## src/rtl/mole_field_ctrl.sv

```systemverilog
// Mole field controller: per-mole rise/up/fall FSMs on tick enables, plus saturating BCD hit/rise totals.
// All state is registered; totals update on the same edge as the moles (one cycle after the input).
module mole_field_ctrl #(
    parameter int NUM_MOLES  = 8,
    parameter int HW         = 5,
    parameter int MAX_HEIGHT = 20,
    parameter int WW         = 3,
    parameter int WAIT_TICKS = 4,
    parameter int DIGITS     = 4
) (
    input  logic                      CLOCK_50,
    input  logic                      reset,
    input  logic                      clr_scores,
    input  logic                      rl_tick,
    input  logic                      wait_tick,
    input  logic [NUM_MOLES-1:0]      go,
    input  logic [NUM_MOLES-1:0]      hit,
    output logic [NUM_MOLES*HW-1:0]   mheight,
    output logic [NUM_MOLES-1:0]      hiding,
    output logic [4*DIGITS-1:0]       total_score,
    output logic [4*DIGITS-1:0]       total_rise
);

    localparam int EW = $clog2(NUM_MOLES + 1);
    localparam int CW = $clog2(NUM_MOLES + 10) + 1;

    typedef enum logic [1:0] {HIDDEN, RISE, UP, FALL} state_t;

    state_t         state_q  [NUM_MOLES];
    state_t         state_d  [NUM_MOLES];
    logic [HW-1:0]  height_q [NUM_MOLES];
    logic [HW-1:0]  height_d [NUM_MOLES];
    logic [WW-1:0]  dwell_q  [NUM_MOLES];
    logic [WW-1:0]  dwell_d  [NUM_MOLES];

    logic [NUM_MOLES-1:0] score_ev;
    logic [NUM_MOLES-1:0] rise_ev;
    logic [EW-1:0]        n_score;
    logic [EW-1:0]        n_rise;
    logic [4*DIGITS-1:0]  score_d;
    logic [4*DIGITS-1:0]  rise_d;

    // Ripple a small binary count into a BCD total; any carry out of the top digit saturates.
    function automatic logic [4*DIGITS-1:0] bcd_add(input logic [4*DIGITS-1:0] t,
                                                    input logic [EW-1:0] e);
        logic [CW-1:0]       c;
        logic [CW-1:0]       s;
        logic [4*DIGITS-1:0] r;
        c = CW'(e);
        r = '0;
        for (int d = 0; d < DIGITS; d++) begin
            s            = CW'(t[4*d +: 4]) + c;
            r[4*d +: 4]  = 4'(s % CW'(10));
            c            = s / CW'(10);
        end
        if (c != '0)
            r = {DIGITS{4'h9}};
        return r;
    endfunction

    always_comb begin
        score_ev = '0;
        rise_ev  = '0;
        for (int i = 0; i < NUM_MOLES; i++) begin
            state_d[i]  = state_q[i];
            height_d[i] = height_q[i];
            dwell_d[i]  = dwell_q[i];
            if (state_q[i] == HIDDEN) begin
                height_d[i] = '0;
                dwell_d[i]  = '0;
                if (go[i]) begin
                    state_d[i] = RISE;
                    rise_ev[i] = 1'b1;
                end
            end else if (hit[i]) begin
                state_d[i]  = HIDDEN;
                height_d[i] = '0;
                dwell_d[i]  = '0;
                score_ev[i] = 1'b1;
            end else begin
                case (state_q[i])
                    RISE: if (rl_tick) begin
                        height_d[i] = height_q[i] + 1'b1;
                        if (height_q[i] == HW'(MAX_HEIGHT - 1))
                            state_d[i] = UP;
                    end
                    UP: if (wait_tick) begin
                        if (dwell_q[i] == WW'(WAIT_TICKS - 1)) begin
                            state_d[i] = FALL;
                            dwell_d[i] = '0;
                        end else begin
                            dwell_d[i] = dwell_q[i] + 1'b1;
                        end
                    end
                    FALL: if (rl_tick) begin
                        height_d[i] = height_q[i] - 1'b1;
                        if (height_q[i] == HW'(1))
                            state_d[i] = HIDDEN;
                    end
                    default: state_d[i] = HIDDEN;
                endcase
            end
        end

        n_score = '0;
        n_rise  = '0;
        for (int i = 0; i < NUM_MOLES; i++) begin
            n_score = n_score + EW'(score_ev[i]);
            n_rise  = n_rise  + EW'(rise_ev[i]);
        end

        score_d = clr_scores ? '0 : bcd_add(total_score, n_score);
        rise_d  = clr_scores ? '0 : bcd_add(total_rise, n_rise);
    end

    always_ff @(posedge CLOCK_50 or posedge reset) begin
        if (reset) begin
            for (int i = 0; i < NUM_MOLES; i++) begin
                state_q[i]  <= HIDDEN;
                height_q[i] <= '0;
                dwell_q[i]  <= '0;
            end
            total_score <= '0;
            total_rise  <= '0;
        end else begin
            for (int i = 0; i < NUM_MOLES; i++) begin
                state_q[i]  <= state_d[i];
                height_q[i] <= height_d[i];
                dwell_q[i]  <= dwell_d[i];
            end
            total_score <= score_d;
            total_rise  <= rise_d;
        end
    end

    always_comb begin
        for (int i = 0; i < NUM_MOLES; i++) begin
            mheight[i*HW +: HW] = height_q[i];
            hiding[i]           = (state_q[i] == HIDDEN);
        end
    end

endmodule

```

## config.mk

```make
export PLATFORM = sky130hd
export DESIGN_NAME = mole_field_ctrl
export DESIGN_NICKNAME = d
export VERILOG_FILES = /design/src/rtl/mole_field_ctrl.sv
export SDC_FILE = /design/constraint.sdc
export NUM_CORES = 1
export LEC_CHECK = 0
export CAP_MARGIN = 20
export CORE_MARGIN = 4
export CORE_UTILIZATION = 55
export DETAILED_ROUTE_END_ITERATION = 8
export HOLD_SLACK_MARGIN = 0.02
export PLACE_DENSITY = 0.78
export SYNTH_ARGS = -nofsm -noshare
export SYNTH_HDL_FRONTEND = slang
export SYNTH_SLANG_ARGS = --single-unit
export TNS_END_PERCENT = 1
```

## constraint.sdc

```tcl
create_clock -name CLOCK_50 -period 9.96 [get_ports CLOCK_50]
set_input_delay 1.992 -clock CLOCK_50 [delete_from_list [all_inputs] [get_ports CLOCK_50]]
set_output_delay 1.992 -clock CLOCK_50 [all_outputs]
set_load 0.02 [all_outputs]
```

==> reports/metrics.csv <==
metric,value,unit
syn_avg_cell_area,8.644,µm²
netlist_area,0.009266,mm²
cp_max_fo,3,
grt_pass1_vias,7753,
clock.fmax,0.1039,GHz
fin_crit_sh,0.9667,
crit_top_cell,inv_1,
worstSkewPairLatency,360,ps
tightest_slew,884.2,ps
required,10220,ps
vias,8457,
worstSetupPathType,in2reg,
whs_path_depth,2,
max_stage_delay,550,ps
final_area,0.01144,mm²
r2r-start,state_q[10],
die_h,137.8,µm
ir_worst_vdd,0.0001752,V
cts_hold_buffers,0,
avgRoutedWirePerCell,15.31,µm
p_int,0.001632,W
antennaDiodeCount,0,
drtIter0Drc,494,
crit_arrival,9880,ps
p_sw,0.001329,W
fin_skew,11.97,ps
synth-edff-count,0,
track_usage,0.2334,
num_rows,47,
pwr-share-seq,0.226,
grt_max_degree,58,
fin_crit,9629,ps
power,0.002961,W
die_area,0.01899,mm²
postSynthCellCount,1072,
switching_share,0.4488,
status,"complete, no violations",
place_hpwl,16080,µm
rsz0062_at_grt,yes,
r2r_slack,1350,ps
postRouteAntennaNets,0,
pwr-share-clk,0.137,
numCtsBuffers,9,
maxSlewHeadroom,0.4060,
yosysMostFrequentCell,nand2_1,
design.core.area,0.01652,mm²
pre_cts_slack,-602.8,ps
detail_route.vias_per_cell,5.824,
min_path_type,reg2reg,
clkSlewWorstSetupHoldPaths,80,ps
slowest_stage,fa_1,
r2r-end,total_rise[14],
wl,22230,µm
clockRootBuffer,clkbuf_16,
worst_hold_startpoint,dwell_q[5],
synth_top_area_cell,dfrtp_1,
synth_common_cells,"nand2_1, ha_1, dfrtp_1, inv_1, nor2_1",
nets,1380,
synth_nets,1225,
numPortBuffers,100,
synthDominantCellAreaShare,0.3025,
hold_end,dwell_q[5],
dr.pass1.iters,5,
yosys_warnings,0,
grt_pass1_wl,36250,µm
timing.final.ws_setup,331.4,ps
drv_cap,0,
die_w,137.8,µm
antenna_found_initial,0,
final-setup-viol-count,0,
power.leakage,5.221,nW
drive_gt1_frac,0.1177,
finish.utilization,0.6923,
syn2layout_area_growth,23.45,%
synth_cell_type_count,82,
ys_seq_area_frac,0.3025,
yosys_register_bits,112,
reg2reg_depth,39,
synth.area.top_cells,"dfrtp_1, ha_1, nand2_1",
cts-root-to-sink-buffers,2,
drc,0,
power_density,258.8,mW/mm²
dpl-instance-area,0.01094,mm²
hold_viol,0,
start_kind,primary input,
tritoncts,built,
initial_core_util,0.5608,
place_congestion,0.8734,
async_flop_share,1.000,
cts.sinks,112,
synth_top_flop_cell,dfrtp_1,
grt-ovfl-total,0,
pin_count,101,
p_comb_frac,0.637,
slew_violations,0,
endpoint_kind,flip-flop,
cts_max_level,3,
[worst max-delay path by stage]
stage	slack (ps)	endpoint	from	depth (start not counted)
after CTS	-20	total_score[14]	hit[0]	38
after detailed placement	-600	total_rise[14]	go[0]	38
after global routing	-30	total_score[14]	hit[2]	38
after global placement	-350	total_rise[14]	go[0]	38
after floorplan	70	total_rise[14]	go[0]	39
final	330	total_score[14]	hit[2]	38
[cell usage in the layout (no fill, tap or decap), types with 15 or more instances in the layout]
cell / netlist / layout
clkdlybuf4s50_1: 0 / 97
nor2b_1: 32 / 31
buf_4: 0 / 71
nor3_1: 16 / 16
nand2_1: 122 / 122
o21ai_0: 60 / 58
mux2i_1: 15 / 15
a21o_1: 22 / 22
a31oi_1: 16 / 16
nand2b_1: 24 / 24
dfrtp_1: 112 / 112
o31ai_1: 23 / 23
nor2_1: 86 / 86
ha_1: 116 / 110
a21oi_1: 60 / 57
inv_1: 90 / 88
[sequential cells by signal, indices dropped and copies added, names as in the netlist]
register and count:
state_q 16, dwell_q 24, mheight 40, total_rise 16
total_score 16
[critical path, delay by kind of cell]
family                     cells  cell delay [ps]
AOI/OAI and AO/OA              6             1020
xor gates and xnor gates       1              160
adders and majority gates     13             4650
buffers and inverters          9              910
muxes                          1              350
and+or+nand+nor                8              810
[per-layer routing]
layer,vias to the layer above,wire [µm],track usage
li1,4141,-,-
met1,4088,10360,0.3198
met2,199,10740,0.3880
met3,29,745,0.02447
met4,0,386,0.07684
met5,-,0,0
[cells by family after synthesis]
group | share of synthesized area
fa+ha+maj | 0.1923
flops | 0.3025
mux | 0.02349
simple gates | 0.1946
buf+inv | 0.04969
compound gates | 0.2281
xor+xnor | 0.009451
[what timing repair did]
item / CTS / global route
pin swaps: 8 / 20
setup endpoints to repair: 2 / 26
setup buffers: 1 / 2
resized for setup: 13 / 29
[power by group through the flow]
stage / Clock [W] / Combinational [W] / Sequential (W)
final: 0.000406 / 0.00189 / 0.000668
after global routing: 0.000429 / 0.00211 / 0.000682
after CTS: 0.000415 / 0.00186 / 0.000664
after detailed placement: 0 / 0.00182 / 0.000672
after global placement: 0 / 0.00178 / 0.000670
after floorplan: 0 / 0.00118 / 0.000701
[per-stage QoR]
step,hold WS [ps],setup TNS [ps],std cells
2_1_floorplan,448.6,0,1072
3_3_place_gp,466.5,-1411,1433
3_5_place_dp,484.4,-4044,1433
4_1_cts,501.9,-19.46,1450
5_1_grt,516.5,-29.23,1452
6_report,499.0,0,1452
[layout make-up]
class,count,area (µm²)
multi-input cells,842,6137
fillers,1297,5085
flip-flops and latches,112,2803
repair buffers,172,1553
inverters,90,340.3
well taps,220,275.3
clock buffers,10,239.0
clock inverters,6,92.59
No activity file was read; power rests on OpenSTA's default activity.
